$ cat src/rtl/div_sequencer_pkg.sv
// ============================================================================
// div_sequencer_pkg : shared state encoding, sizes and adder helpers
// Rev 1.0
// ============================================================================
`default_nettype none

package div_sequencer_pkg;

  localparam int DIV_WIDTH = 32;
  localparam int DIV_ITERS = 32;
  localparam int DIV_CNT_W = 5;

  typedef enum logic [2:0] {
    ST_IDLE = 3'd0,
    ST_PREP = 3'd1,
    ST_ITER = 3'd2,
    ST_FIX  = 3'd3,
    ST_DONE = 3'd4
  } div_state_t;

  // 32-bit adder returning {carry_out, sum}; the architecture is left to synthesis.
  function automatic logic [32:0] cla_32(input logic [31:0] a,
                                         input logic [31:0] b,
                                         input logic        cin);
    return {1'b0, a} + {1'b0, b} + {32'd0, cin};
  endfunction

  function automatic logic [31:0] negate_32(input logic [31:0] x);
    return 32'(cla_32(~x, 32'd0, 1'b1));
  endfunction

endpackage

`default_nettype wire

$ cat src/rtl/div_sequencer_if.sv
// ============================================================================
// div_sequencer_if : start/operand/result bundle of the divider controller
// Rev 1.0
// ============================================================================
`default_nettype none

interface div_sequencer_if;
  import div_sequencer_pkg::*;

  logic                 ctrl_DIV;
  logic [DIV_WIDTH-1:0] data_operandA;
  logic [DIV_WIDTH-1:0] data_operandB;
  logic [DIV_WIDTH-1:0] data_result;
  logic [DIV_WIDTH-1:0] data_remainder;
  logic                 data_resultRDY;
  logic                 data_exception;
  logic                 busy;

  modport master (
    output ctrl_DIV, data_operandA, data_operandB,
    input  data_result, data_remainder, data_resultRDY, data_exception, busy
  );

  modport slave (
    input  ctrl_DIV, data_operandA, data_operandB,
    output data_result, data_remainder, data_resultRDY, data_exception, busy
  );

endinterface

`default_nettype wire

$ cat src/rtl/div_sequencer_step.sv
// ============================================================================
// div_sequencer_step : one combinational restoring-division step
// Rev 1.0
// ============================================================================
`default_nettype none

module div_sequencer_step
  import div_sequencer_pkg::*;
(
  input  wire logic [31:0] rem,
  input  wire logic [31:0] quo,
  input  wire logic [31:0] divisor,
  output logic      [31:0] rem_next,
  output logic      [31:0] quo_next
);

  logic [63:0] shifted;
  logic [32:0] trial;

  // rem stays below |B| <= 2^31, so the shifted remainder always fits 32 bits.
  assign shifted  = {rem, quo} << 1;
  assign trial    = cla_32(shifted[63:32], ~divisor, 1'b1);
  assign rem_next = trial[32] ? trial[31:0] : shifted[63:32];
  assign quo_next = shifted[31:0] | {31'd0, trial[32]};

endmodule

`default_nettype wire

$ cat src/rtl/div_sequencer.sv
// ============================================================================
// div_sequencer : fixed-latency signed 32-bit restoring divider controller
// Rev 1.0
// ============================================================================
`default_nettype none

module div_sequencer
  import div_sequencer_pkg::*;
(
  input  wire logic       clock,
  input  wire logic       resetn,
  div_sequencer_if.slave  bus
);

  div_state_t           state;
  logic [DIV_CNT_W-1:0] cnt;
  logic [31:0]          dividend;
  logic [31:0]          divisor;
  logic [31:0]          div_mag;
  logic [31:0]          rem;
  logic [31:0]          quo;
  logic                 quo_neg;
  logic                 rem_neg;
  logic                 div_zero;
  logic [31:0]          result_q;
  logic [31:0]          remainder_q;
  logic                 ready_q;
  logic                 exception_q;
  logic                 busy_q;

  logic [31:0] abs_a;
  logic [31:0] abs_b;
  logic [31:0] neg_a;
  logic [31:0] neg_b;
  logic [31:0] neg_quo;
  logic [31:0] neg_rem;
  logic [31:0] rem_next;
  logic [31:0] quo_next;

  assign neg_a   = negate_32(dividend);
  assign neg_b   = negate_32(divisor);
  assign neg_quo = negate_32(quo);
  assign neg_rem = negate_32(rem);
  assign abs_a   = dividend[31] ? neg_a : dividend;
  assign abs_b   = divisor[31]  ? neg_b : divisor;

  div_sequencer_step u_step (
    .rem      (rem),
    .quo      (quo),
    .divisor  (div_mag),
    .rem_next (rem_next),
    .quo_next (quo_next)
  );

  always_ff @(posedge clock) begin
    if (!resetn) begin
      state       <= ST_IDLE;
      cnt         <= '0;
      dividend    <= '0;
      divisor     <= '0;
      div_mag     <= '0;
      rem         <= '0;
      quo         <= '0;
      quo_neg     <= 1'b0;
      rem_neg     <= 1'b0;
      div_zero    <= 1'b0;
      result_q    <= '0;
      remainder_q <= '0;
      ready_q     <= 1'b0;
      exception_q <= 1'b0;
      busy_q      <= 1'b0;
    end else begin
      case (state)
        ST_IDLE, ST_DONE: begin
          ready_q <= 1'b0;
          if (bus.ctrl_DIV) begin
            dividend <= bus.data_operandA;
            divisor  <= bus.data_operandB;
            quo_neg  <= bus.data_operandA[31] ^ bus.data_operandB[31];
            rem_neg  <= bus.data_operandA[31];
            busy_q   <= 1'b1;
            state    <= ST_PREP;
          end else begin
            state    <= ST_IDLE;
          end
        end
        ST_PREP: begin
          quo      <= abs_a;
          rem      <= '0;
          div_mag  <= abs_b;
          div_zero <= (divisor == 32'd0);
          cnt      <= '0;
          state    <= ST_ITER;
        end
        ST_ITER: begin
          rem <= rem_next;
          quo <= quo_next;
          cnt <= cnt + 1'b1;
          if (cnt == DIV_CNT_W'(DIV_ITERS - 1)) begin
            state <= ST_FIX;
          end
        end
        ST_FIX: begin
          // A zero divisor still runs all iterations to keep latency constant.
          if (div_zero) begin
            result_q    <= '0;
            remainder_q <= dividend;
            exception_q <= 1'b1;
          end else begin
            result_q    <= quo_neg ? neg_quo : quo;
            remainder_q <= rem_neg ? neg_rem : rem;
            exception_q <= 1'b0;
          end
          ready_q <= 1'b1;
          busy_q  <= 1'b0;
          state   <= ST_DONE;
        end
        default: begin
          state <= ST_IDLE;
        end
      endcase
    end
  end

  assign bus.data_result    = result_q;
  assign bus.data_remainder = remainder_q;
  assign bus.data_resultRDY = ready_q;
  assign bus.data_exception = exception_q;
  assign bus.busy           = busy_q;

endmodule

`default_nettype wire
$ cat src/flat_wrapper.sv
// flat-port wrapper written by rule: the top's interface ports become plain ports
module div_sequencer_flat import div_sequencer_pkg::*;
  (clock, resetn, bus_ctrl_DIV, bus_data_operandA, bus_data_operandB, bus_data_result, bus_data_remainder, bus_data_resultRDY, bus_data_exception, bus_busy);
  div_sequencer_if bus_i ();
  input  wire logic clock;
  input  wire logic resetn;
  input wire logic [$bits(bus_i.ctrl_DIV)-1:0] bus_ctrl_DIV;
  input wire logic [$bits(bus_i.data_operandA)-1:0] bus_data_operandA;
  input wire logic [$bits(bus_i.data_operandB)-1:0] bus_data_operandB;
  output wire logic [$bits(bus_i.data_result)-1:0] bus_data_result;
  output wire logic [$bits(bus_i.data_remainder)-1:0] bus_data_remainder;
  output wire logic [$bits(bus_i.data_resultRDY)-1:0] bus_data_resultRDY;
  output wire logic [$bits(bus_i.data_exception)-1:0] bus_data_exception;
  output wire logic [$bits(bus_i.busy)-1:0] bus_busy;
  assign bus_i.ctrl_DIV = bus_ctrl_DIV;
  assign bus_i.data_operandA = bus_data_operandA;
  assign bus_i.data_operandB = bus_data_operandB;
  assign bus_data_result = bus_i.data_result;
  assign bus_data_remainder = bus_i.data_remainder;
  assign bus_data_resultRDY = bus_i.data_resultRDY;
  assign bus_data_exception = bus_i.data_exception;
  assign bus_busy = bus_i.busy;
  div_sequencer u_core (.clock(clock), .resetn(resetn), .bus(bus_i));
endmodule
$ cat config.mk
export PLATFORM = sky130hd
export DESIGN_NAME = div_sequencer_flat
export DESIGN_NICKNAME = d
export VERILOG_FILES = /design/src/rtl/div_sequencer_pkg.sv /design/src/rtl/div_sequencer_if.sv /design/src/rtl/div_sequencer_step.sv /design/src/rtl/div_sequencer.sv /design/src/flat_wrapper.sv
export SDC_FILE = /design/constraint.sdc
export NUM_CORES = 1
export LEC_CHECK = 0
export ABC_AREA = 1
export CAP_MARGIN = 0
export CORE_ASPECT_RATIO = 1.4
export CORE_UTILIZATION = 60
export DETAILED_ROUTE_END_ITERATION = 12
export PLACE_DENSITY = 0.81
export SLEW_MARGIN = 30
export SYNTH_ARGS = -nofsm -noshare
export SYNTH_HDL_FRONTEND = slang
export SYNTH_SLANG_ARGS = --single-unit
$ cat constraint.sdc
create_clock -name clock -period 4.9 [get_ports clock]
set_input_delay 0.49 -clock clock [delete_from_list [all_inputs] [get_ports clock]]
set_output_delay 0.49 -clock clock [all_outputs]
set_load 0.05 [all_outputs]
==> PnR_summary.wiki <==
{| class="wikitable"
! Metric !! Value
|-
| Switching part of the total || 39.13%
|-
| Sink count of the clock tree || 237
|-
| Initial antenna violation count || 0
|-
| Library cell occupying the most area in the post-synthesis netlist || dfxtp_1
|-
| Worst stage delay on the critical path || 410 ps
|-
| Hold violation count in the final report || 0
|-
| Number of distinct library cells after synthesis || 46
|-
| Post-CTS setup buffer count || 0
|-
| Post-synth EDFFs || 0
|-
| Sort of element at the end of the critical path || register
|-
| Sequential group share of total power || 33.7%
|-
| Required time of the critical path || 5350 ps
|-
| WP data arrival || 3440 ps
|-
| Cts-stage hold buffer count || 0
|-
| Clk_lat worst skew || 540 ps
|-
| R2R Setup Slk || 1900 ps
|-
| RSZ-0062 raised after global routing || false
|-
| Synthesized netlist cell count || 2430
|-
| Count of endpoints failing setup in the final report || 0
|-
| Pin count of the biggest net entering global routing || 97
|-
| Least-Margin Pin Slew || 821.5 ps
|-
| Internal power contribution || 3929 uW
|-
| End point of the critical path || u_core.rem[19]
|-
| Commonest register cell after synthesis || dfxtp_1
|-
| Number of buffers inserted by port buffering || 133
|-
| Cell at the slowest stage of the critical path || fa_1
|-
| Launching element type of the critical path || register
|-
| Total global routing track utilization || 39.39%
|-
| Top area cells in the synthesized netlist || dfxtp_1 31%, nand2_1 16%, nand3_1 8.1%
|-
| Remaining antenna violation count after routing || 0
|-
| Via count of the first global-routing pass || 15540
|-
| Final critical-path share of the clock period || 61.16%
|-
| Cell depth of the worst flop-to-flop path || 16
|-
| First-pass iteration count of the detailed router || 5
|-
| WL/cell || 17.92 um
|-
| Max Cap Viol || 0
|-
| Origin of the critical flop-to-flop path || u_core.quo[31]
|-
| DP HPWL || 38200 um
|-
| Shortest period the worst path allows || 2997 ps
|-
| Diode insertion count for antenna repair || 0
|-
| Part of the total power dissipated in the clock network || 31.1%
|-
| Leakage component of the power || 0.007861 uW
|-
| Die Span X || 136.0 um
|-
| Fraction of post-synthesis cell area in the top cell type by area || 31.47%
|-
| Global-route wire length before repair || 79470 um
|-
| Post-Synthesis Net Count || 2537
|-
| TNS Setup || 0 ps
|-
| Max Root-Sink Buffers || 3
|-
| Dominant delay contributor by cell family on the critical path || simple AND/OR/NAND/NOR gates
|-
| Synth warnings || 0
|-
| Cell Chain, Critical Path || inv_1 > ha_1 > fa_1 > inv_1 > nand3_1 > nand3_1 > nand2_1 > nand2_2 > nand2_2 > nand2_2 > nand2_4 > nand2_4 > nand2_4 > nand2_1 > nand2_1 > a21oi_1
|-
| Routed wire length || 50730 um
|-
| Routability congestion estimate from global placement || 1.041
|-
| Multi-input combinational cell area || 8650 um2
|-
| Core ar. || 24670 um2
|-
| Switching pwr || 2526 uW
|-
| Site Rows || 68
|-
| Synthesized area per cell || 6.205 um2
|-
| Clock tree from TritonCTS || yes
|-
| Net total in the final layout || 2604
|-
| Fin. max-slew vios || 0
|-
| Cell count after placement || 2785
|-
| Maximum vdd ir drop || 0.2845 mV
|-
| Deepest level of the CTS H-tree || 1
|-
| Number of flip-flops and latches in the synthesized netlist || 237
|-
| Die Outline Area || 25770 um2
|-
| Effective utilization at floorplan || 61.11%
|-
| FFs w/ async S/R, synth || 0%
|-
| Worst slew slack as a fraction of its limit || 45.23%
|-
| Combinational Power Share || 35.2%
|-
| Global route total overflow || 0
|-
| Number of buffers created by CTS || 25
|-
| Cell with the most instances after synthesis || nand2_1
|-
| Highest fanout seen on the critical path || 33
|-
| Die height || 189.6 um
|-
| Worst path bufs/invs || 2
|-
| Share of synthesized area occupied by flip-flops and latches || 31.47%
|-
| Storage element area || 4747 um2
|-
| Start point of the critical path || u_core.quo[31]
|-
| Share of layout cells above drive strength 1 || 4.016%
|-
| Area growth from synthesis to layout || 14.83%
|-
| I/O pin count || 134
|-
| Final routed DRC violation total || 0
|-
| Clock edge transition at the registers on the reported setup and hold paths || 70 ps
|-
| Peak Freq || 333.7 MHz
|-
| Total number of cells along the worst setup path || 16
|-
| Post-Place Worst Slack || 2001 ps
|-
| Worst Setup Slack, final || 1903 ps
|-
| Most instantiated cells after synthesis || 628 x nand2_1, 324 x inv_1, 244 x nand3_1
|-
| Cts repair resizes || 0
|-
| Filler cell count in the final layout || 2245
|-
| Root buffer cell || clkbuf_16
|-
| End-of-flow core utilization || 70.17%
|-
| Iteration-0 DRC count of the detailed router || 1599
|-
| Netlist area before placement || 15080 um2
|-
| Run status || finished clean
|-
| Via count || 16500
|-
| Post-route insts no fill || 2830
|-
| FF-to-FF End || u_core.rem[19]
|-
| Setup clock skew after layout || 14.99 ps
|-
| Critical path type || register to register
|-
| Worst min-delay path class || register to register
|-
| Per-cell via count in the routed design || 5.830
|-
| Power density of the placed cells || 372.8 nW/um2
|}
==> layer usage <==
metal  global-route usage, %  vias to the layer above  wire [um]
met1                   41.48                     7493      18060
met2                   70.07                      735      25130
li1                        -                     8057          -
met4                   31.41                        0       4465
met3                   4.663                      215       3070
met5                       0                        -          0
==> power groups by stage <==
stage | Clock, uW | Sequential (uW) | Combinational [uW]
2_1_floorplan | 0 | 2170 | 1630
3_3_place_gp | 0 | 2200 | 2190
3_5_place_dp | 0 | 2210 | 2210
4_1_cts | 2020 | 2170 | 2220
5_1_grt | 2090 | 2190 | 2530
6_report | 2010 | 2170 | 2280
==> flip-flops by register name, indices dropped and copies added (netlist names), 3 cells and up <==
name and flops:
u_core.rem 32, u_core.div_mag 32, u_core.state 3, u_core.bus.data_remainder 32, u_core.dividend 31, u_core.bus.data_result 32, u_core.divisor 32, u_core.quo 32
u_core.cnt 5
==> cell usage in the layout, fill, tap and decap left out, types with 7 or more instances in the layout <==
cell type,synthesis,layout
nand2_1,628,627
inv_1,324,323
nand3_1,244,244
dfxtp_1,237,235
a21oi_1,234,234
nor2_1,211,211
o21ai_0,149,149
clkdlybuf4s50_1,0,132
a22oi_1,45,45
ha_1,39,39
nand4_1,37,37
xor2_1,27,27
clkbuf_16,0,25
nor3_1,25,24
a31oi_1,16,16
xnor2_1,14,14
nand3b_1,10,10
buf_4,3,9
inv_2,9,8
nand2_2,7,7
o21bai_1,7,7
o211ai_1,7,7
==> logic make-up (layout without fill, tap and decap cells) <==
family,Yosys count,count (layout),share of synthesized area [%]
xor+xnor,41,41,2.382
compound gates,485,485,17.64
simple gates,1192,1192,33.86
fa+ha+maj,40,40,3.369
buf+inv,435,520,11.28
flops,237,237,31.47
==> tightest hold or removal path: stages (launching register included) <==
cell and delay, ps:
dfxtp_1 310, nand2_1 60, a21oi_1 50
==> how the worst min path moves through the flow <==
| stage | from | to | slack (ps) | depth (start not counted) |
|---|---|---|---|---|
| 5_1_grt | u_core.bus.data_result[10] | u_core.bus.data_result[10] | 470 | 2 |
| 2_1_floorplan | u_core.cnt[3] | u_core.cnt[3] | 440 | 1 |
| 4_1_cts | u_core.bus.data_result[7] | u_core.bus.data_result[7] | 460 | 2 |
| 3_5_place_dp | u_core.bus.data_result[19] | u_core.bus.data_result[19] | 450 | 2 |
| 6_report | u_core.bus.data_result[19] | u_core.bus.data_result[19] | 460 | 2 |
| 3_3_place_gp | u_core.cnt[3] | u_core.cnt[3] | 450 | 1 |
==> final cells by class <==
type / instances / share of cell area [%]
clock inverter: 11 / 0.8745
tap: 315 / 2.276
inverter: 333 / 7.263
sequential: 237 / 27.42
clock buffer: 34 / 4.156
timing repair buffer: 142 / 8.051
multi-input combinational: 1758 / 49.96
==> through the flow <==
step,area (um2),power (uW),hold WS (ps)
floorplan,15080,3807,436.7
global placement,16430,4392,450.0
detailed placement,16440,4417,454.1
CTS,17310,6406,463.1
global route,17310,6805,474.1
finish,17310,6455,462.7
(Power assumes the default switching activity.)
